--- config.mk ---
export PLATFORM = sky130hd
export DESIGN_NAME = pipeline_stall_ctrl_flat
export DESIGN_NICKNAME = d
export VERILOG_FILES = /design/src/rtl/pipeline_stall_ctrl_if.sv /design/src/rtl/pipeline_stall_ctrl.sv /design/src/flat_wrapper.sv
export SDC_FILE = /design/constraint.sdc
export NUM_CORES = 1
export LEC_CHECK = 0
export ABC_AREA = 1
export BUFFER_PORTS_ARGS = -buffer_cell sky130_fd_sc_hd__buf_2
export CAP_MARGIN = 10
export CORE_MARGIN = 2
export CORE_UTILIZATION = 56
export CTS_CLUSTER_DIAMETER = 60
export CTS_CLUSTER_SIZE = 16
export DETAILED_ROUTE_END_ITERATION = 10
export PLACE_DENSITY = 0.92
export SLEW_MARGIN = 20
export SYNTH_ARGS = -nofsm -noshare
export SYNTH_HDL_FRONTEND = slang
export SYNTH_SLANG_ARGS = --single-unit
--- constraint.sdc ---
create_clock -name CLK -period 4.4 [get_ports CLK]
set_input_delay 0.88 -clock CLK [delete_from_list [all_inputs] [get_ports CLK]]
set_output_delay 0.88 -clock CLK [all_outputs]
set_load 0.005 [all_outputs]
--- src/rtl/pipeline_stall_ctrl_if.sv ---
// Hazard/busy inputs and enable/flush/status outputs of the OTTER stall controller.
interface pipeline_stall_ctrl_if #(
  parameter int XLEN  = 32,
  parameter int CNT_W = 32
);
  logic             load_use_haz;
  logic             control_haz;
  logic [XLEN-1:0]  pc_target;
  logic             imem_busy;
  logic             dmem_busy;

  logic             pc_we;
  logic             pc_use_pend;
  logic [XLEN-1:0]  pend_addr;
  logic             pend_valid;
  logic             if_de_we;
  logic             de_ex_we;
  logic             ex_mem_we;
  logic             mem_wb_we;
  logic             if_de_flush;
  logic             de_ex_flush;
  logic [1:0]       state;
  logic [CNT_W-1:0] stall_count;
  logic [CNT_W-1:0] flush_count;

  // Pipeline/hazard side: drives hazards and busy flags, consumes enables.
  modport master (
    output load_use_haz, control_haz, pc_target, imem_busy, dmem_busy,
    input  pc_we, pc_use_pend, pend_addr, pend_valid,
           if_de_we, de_ex_we, ex_mem_we, mem_wb_we,
           if_de_flush, de_ex_flush, state, stall_count, flush_count
  );

  modport slave (
    input  load_use_haz, control_haz, pc_target, imem_busy, dmem_busy,
    output pc_we, pc_use_pend, pend_addr, pend_valid,
           if_de_we, de_ex_we, ex_mem_we, mem_wb_we,
           if_de_flush, de_ex_flush, state, stall_count, flush_count
  );
endinterface

--- src/rtl/pipeline_stall_ctrl.sv ---
// Stall/flush controller for the five-stage OTTER pipeline, with a redirect
// holding register for branches resolved while fetch is stalled.
module pipeline_stall_ctrl #(
  parameter int XLEN  = 32,
  parameter int CNT_W = 32
) (
  input  logic                  CLK,
  input  logic                  RST,
  pipeline_stall_ctrl_if.slave  bus
);

  typedef enum logic [1:0] {
    RUN    = 2'b00,
    DSTALL = 2'b01,
    ISTALL = 2'b10,
    REDIR  = 2'b11
  } state_t;

  state_t           state_q, state_d;
  logic             pend_valid_q, pend_valid_d;
  logic [XLEN-1:0]  pend_addr_q;
  logic             pend_capture;
  logic [CNT_W-1:0] stall_cnt_q;
  logic [CNT_W-1:0] flush_cnt_q;

  logic pc_we, pc_use_pend;
  logic if_de_we, de_ex_we, ex_mem_we, mem_wb_we;
  logic if_de_flush, de_ex_flush;
  logic flush_event;

  // Priority: reset, data freeze, fetch stall, pending replay, redirect, load-use.
  always_comb begin
    pc_we        = 1'b1;
    if_de_we     = 1'b1;
    de_ex_we     = 1'b1;
    ex_mem_we    = 1'b1;
    mem_wb_we    = 1'b1;
    if_de_flush  = 1'b0;
    de_ex_flush  = 1'b0;
    pc_use_pend  = 1'b0;
    pend_capture = 1'b0;
    pend_valid_d = pend_valid_q;
    flush_event  = 1'b0;

    if (RST) begin
      pc_we        = 1'b0;
      if_de_we     = 1'b0;
      de_ex_we     = 1'b0;
      ex_mem_we    = 1'b0;
      mem_wb_we    = 1'b0;
      if_de_flush  = 1'b1;
      de_ex_flush  = 1'b1;
      pend_valid_d = 1'b0;
    end else if (bus.dmem_busy) begin
      pc_we     = 1'b0;
      if_de_we  = 1'b0;
      de_ex_we  = 1'b0;
      ex_mem_we = 1'b0;
      mem_wb_we = 1'b0;
    end else if (bus.imem_busy) begin
      pc_we       = 1'b0;
      if_de_we    = 1'b0;
      de_ex_flush = 1'b1;
      if (bus.control_haz && !pend_valid_q) begin
        pend_capture = 1'b1;
        pend_valid_d = 1'b1;
        if_de_flush  = 1'b1;
      end
    end else if (pend_valid_q) begin
      pc_use_pend  = 1'b1;
      if_de_flush  = 1'b1;
      de_ex_flush  = 1'b1;
      pend_valid_d = 1'b0;
      flush_event  = 1'b1;
    end else if (bus.control_haz) begin
      if_de_flush = 1'b1;
      de_ex_flush = 1'b1;
      flush_event = 1'b1;
    end else if (bus.load_use_haz) begin
      pc_we       = 1'b0;
      if_de_we    = 1'b0;
      de_ex_flush = 1'b1;
    end
  end

  always_comb begin
    state_d = RUN;
    if (RST)                              state_d = RUN;
    else if (bus.dmem_busy)               state_d = DSTALL;
    else if (bus.imem_busy && pend_valid_d) state_d = REDIR;
    else if (bus.imem_busy)               state_d = ISTALL;
  end

  always_ff @(posedge CLK) begin
    if (RST) begin
      state_q      <= RUN;
      pend_valid_q <= 1'b0;
      pend_addr_q  <= '0;
      stall_cnt_q  <= '0;
      flush_cnt_q  <= '0;
    end else begin
      state_q      <= state_d;
      pend_valid_q <= pend_valid_d;
      if (pend_capture) pend_addr_q <= bus.pc_target;
      if (!pc_we)       stall_cnt_q <= stall_cnt_q + CNT_W'(1);
      if (flush_event)  flush_cnt_q <= flush_cnt_q + CNT_W'(1);
    end
  end

  assign bus.pc_we       = pc_we;
  assign bus.pc_use_pend = pc_use_pend;
  assign bus.pend_addr   = pend_addr_q;
  assign bus.pend_valid  = pend_valid_q;
  assign bus.if_de_we    = if_de_we;
  assign bus.de_ex_we    = de_ex_we;
  assign bus.ex_mem_we   = ex_mem_we;
  assign bus.mem_wb_we   = mem_wb_we;
  assign bus.if_de_flush = if_de_flush;
  assign bus.de_ex_flush = de_ex_flush;
  assign bus.state       = state_q;
  assign bus.stall_count = stall_cnt_q;
  assign bus.flush_count = flush_cnt_q;

endmodule

--- src/flat_wrapper.sv ---
// flat-port wrapper written by rule: the top's interface ports become plain ports
module pipeline_stall_ctrl_flat 
#(
  parameter int XLEN  = 32,
  parameter int CNT_W = 32
)
  (CLK, RST, bus_load_use_haz, bus_control_haz, bus_pc_target, bus_imem_busy, bus_dmem_busy, bus_pc_we, bus_pc_use_pend, bus_pend_addr, bus_pend_valid, bus_if_de_we, bus_de_ex_we, bus_ex_mem_we, bus_mem_wb_we, bus_if_de_flush, bus_de_ex_flush, bus_state, bus_stall_count, bus_flush_count);
  pipeline_stall_ctrl_if #(.XLEN(XLEN), .CNT_W(CNT_W)) bus_i ();
  input  logic CLK;
  input  logic RST;
  input wire logic [$bits(bus_i.load_use_haz)-1:0] bus_load_use_haz;
  input wire logic [$bits(bus_i.control_haz)-1:0] bus_control_haz;
  input wire logic [$bits(bus_i.pc_target)-1:0] bus_pc_target;
  input wire logic [$bits(bus_i.imem_busy)-1:0] bus_imem_busy;
  input wire logic [$bits(bus_i.dmem_busy)-1:0] bus_dmem_busy;
  output wire logic [$bits(bus_i.pc_we)-1:0] bus_pc_we;
  output wire logic [$bits(bus_i.pc_use_pend)-1:0] bus_pc_use_pend;
  output wire logic [$bits(bus_i.pend_addr)-1:0] bus_pend_addr;
  output wire logic [$bits(bus_i.pend_valid)-1:0] bus_pend_valid;
  output wire logic [$bits(bus_i.if_de_we)-1:0] bus_if_de_we;
  output wire logic [$bits(bus_i.de_ex_we)-1:0] bus_de_ex_we;
  output wire logic [$bits(bus_i.ex_mem_we)-1:0] bus_ex_mem_we;
  output wire logic [$bits(bus_i.mem_wb_we)-1:0] bus_mem_wb_we;
  output wire logic [$bits(bus_i.if_de_flush)-1:0] bus_if_de_flush;
  output wire logic [$bits(bus_i.de_ex_flush)-1:0] bus_de_ex_flush;
  output wire logic [$bits(bus_i.state)-1:0] bus_state;
  output wire logic [$bits(bus_i.stall_count)-1:0] bus_stall_count;
  output wire logic [$bits(bus_i.flush_count)-1:0] bus_flush_count;
  assign bus_i.load_use_haz = bus_load_use_haz;
  assign bus_i.control_haz = bus_control_haz;
  assign bus_i.pc_target = bus_pc_target;
  assign bus_i.imem_busy = bus_imem_busy;
  assign bus_i.dmem_busy = bus_dmem_busy;
  assign bus_pc_we = bus_i.pc_we;
  assign bus_pc_use_pend = bus_i.pc_use_pend;
  assign bus_pend_addr = bus_i.pend_addr;
  assign bus_pend_valid = bus_i.pend_valid;
  assign bus_if_de_we = bus_i.if_de_we;
  assign bus_de_ex_we = bus_i.de_ex_we;
  assign bus_ex_mem_we = bus_i.ex_mem_we;
  assign bus_mem_wb_we = bus_i.mem_wb_we;
  assign bus_if_de_flush = bus_i.if_de_flush;
  assign bus_de_ex_flush = bus_i.de_ex_flush;
  assign bus_state = bus_i.state;
  assign bus_stall_count = bus_i.stall_count;
  assign bus_flush_count = bus_i.flush_count;
  pipeline_stall_ctrl #(.XLEN(XLEN), .CNT_W(CNT_W)) u_core (.CLK(CLK), .RST(RST), .bus(bus_i));
endmodule
==> impl_metrics.ini <==
[outcome]
outcome = finished clean

[floorplan]
rows = 33
die_w_um = 96.2
start_util_pct = 58.0
core_area_um2 = 8220
io-pin-count = 145
dieArea_um2 = 9260
die_y_um = 96.2

[critical_path]
critPathLaunchType = input port
cpMostUsedCell = nor2_1
crit_fanout = 40
path_cells = buf_2, inv_2, nand2_1, nor2_1, nand3_2, inv_2, nor2_1, nor2_1
cp_slowest_cell = inv_2
required_ns = 4.69
criticalPathCategory = in -> reg
r2r_setup_slack_ns = 2.55
arrival_ns = 3.36
cpPeakStageDelay_ns = 0.61
cp-end-kind = flop

[clock_network]
htree_levels = 3
cts_setup_buffers = 0
cts_sinks = 99
root_buffer = clkbuf_8
path_clk_slew_ns = 0.10
cts.repair.resized = 0
cts_buffers = 9
cts.hold.buffers_added = 0
cts_tree = yes
clock_latency_ns = 0.36
clock_path_buffers = 2

[route]
vias_per_cell = 5.14
drt_iter0_drc = 169
routed_wl_um = 12100
ant_nets = 0
first_pass_iters = 4
wl_per_cell_um = 12.4
vias = 4999
drcViolationCount = 0

[yosys]
yosys_warnings = 0
synth_top_area_share_pct = 41.6
synth.avg_cell_area_um2 = 6.54
synth_nets = 768
ys_types = 30
synth_area_leaders = dfxtp_1, nor2_1, nand2_1
postSynthCellCount = 728
synth-seq-area-share_pct = 41.6
ys_ff_latch = 99
syn_area_um2 = 4760
synth_top_area_cell = dfxtp_1

[grt]
grt_usage_pct = 25.9
grt_remaining_overflow = 0
grt_antenna_before_repair = 0
grt_pass1_vias = 4331
grt_max_degree = 41
grt_pass1_wl_um = 19100

[power_and_ir_drop]
leakagePower_nw = 2.78
fin_total_pwr_mw = 1.69
ir_drop_mv = 0.185
cellPowerDensity_nw_per_um2 = 295

[timing]
fin_skew_ns = 0.0104
fin_setup_tns_ns = 0
max_slew.worst_pin.slew_ns = 0.660
hold_violations = 0
period_minus_slack_ns = 3.06
max_freq_mhz = 327
finalHoldWorstSlack_ns = 0.488
rsz0062_at_grt = no
slew_headroom_pct = 56.0
drv_slew = 0
fin_crit_sh_pct = 69.6
setup-violations-final = 0

[final_layout]
nets = 903
drive_gt1_share_pct = 21.0
syn2layout_area_growth_pct = 20.6
final_core_util_pct = 69.9
diodes = 0
fillCellCount = 711

[hold_path]
min_path_type = reg -> reg

[placement]
numPortBuffers = 144
gp_congestion = 0.917
dp_hpwl_um = 8930

[run]
maxCapViolations = 0
[cells in the mapped netlist (all sizes together)]
master / n
nor2: 178
nand2: 152
inv: 103
dfxtp: 99
o21ai: 52
nand3: 38
a21oi: 30
nand4: 21
nor3: 16
clkbuf: 11
buf: 10
xor2: 6
o21a: 4
and3: 2
ha: 2
nor3b: 1
o211ai: 1
o21bai: 1
xnor2: 1
[worst max-delay path, delay by kind of cell]
| kind | cells | cell delay [ns] |
|---|---|---|
| buf+inv | 3 | 1.42 |
| simple gates | 5 | 1.03 |
[flip-flops by register name, indices dropped and copies added, names as in the netlist]
signal / flops
u_core.bus.flush_count: 32
u_core.bus.pend_addr: 32
u_core.bus.stall_count: 32
u_core.bus.state: 2
u_core.bus.pend_valid: 1
[path summary, 6_finish.rpt]
| check | from | endpoint | cells past startpoint |
|---|---|---|---|
| min reg2reg | u_core.bus.pend_addr[18]$_SDFFE_PP0P_ | u_core.bus.pend_addr[18]$_SDFFE_PP0P_ | 2 |
| min | u_core.bus.pend_addr[18]$_SDFFE_PP0P_ | u_core.bus.pend_addr[18]$_SDFFE_PP0P_ | 2 |
| max | RST | u_core.bus.pend_addr[8]$_SDFFE_PP0P_ | 8 |
| max reg2reg | u_core.bus.stall_count[1]$_SDFFE_PP0N_ | u_core.bus.stall_count[24]$_SDFFE_PP0N_ | 8 |
[metal layers]
layer	wire (um)	vias to the layer above	GRT usage, %
li1	-	2546	-
met1	5070	2275	30.6
met2	6140	156	45.9
met3	644	22	5.56
met4	213	0	9.40
met5	0	-	0
[final cells by class]
class / instances / area, um^2 / area share, %
Timing Repair Buffer: 145 / 728 / 12.7
Multi-Input combinational cell: 505 / 2280 / 39.7
Clock buffer: 10 / 138 / 2.40
Clock inverter: 6 / 96.3 / 1.68
Sequential cell: 99 / 1980 / 34.5
Tap cell: 105 / 131 / 2.29
Inverter: 103 / 387 / 6.73
[power breakdown]
| group | switching (mW) | internal (mW) | leakage (nW) | total [mW] |
|---|---|---|---|---|
| clock network | 0.330 | 0.343 | 0.115 | 0.673 |
| logic | 0.0606 | 0.0419 | 1.86 | 0.103 |
| registers | 0.00880 | 0.910 | 0.800 | 0.918 |
| total | 0.399 | 1.29 | 2.78 | 1.69 |
[kinds of logic (layout without fill, tap and decap cells)]
| logic type | after synthesis | after routing | synth area share (%) |
|---|---|---|---|
| AOI/OAI and AO/OA | 88 | 88 | 9.56 |
| xor gates and xnor gates | 7 | 7 | 1.29 |
| adders and majority gates | 2 | 2 | 0.525 |
| buffers and inverters | 124 | 264 | 10.5 |
| DFF | 99 | 99 | 41.6 |
| and+or+nand+nor | 408 | 408 | 36.6 |
[metrics by stage]
stage,area [um^2],setup slack [ns],instances
finish,5750,1.34,973
global route,5750,1.05,973
CTS,5750,1.37,973
detailed placement,5510,1.01,957
global placement,5510,1.16,957
floorplan,4760,1.92,728
[cell usage in the layout (no fill, tap or decap), types with 4 or more instances in the layout]
master      n
o21a_1      4
nand2_1   148
buf_2     144
o21ai_0    52
dfxtp_1    99
nor3_1     14
nand4_1    21
a21oi_1    30
nand3_1    36
nand2_2     4
nor2_1    170
nor2_2      5
clkbuf_8   10
inv_2       5
inv_1      98
xor2_1      6
Power figures use the tool's default switching activity.
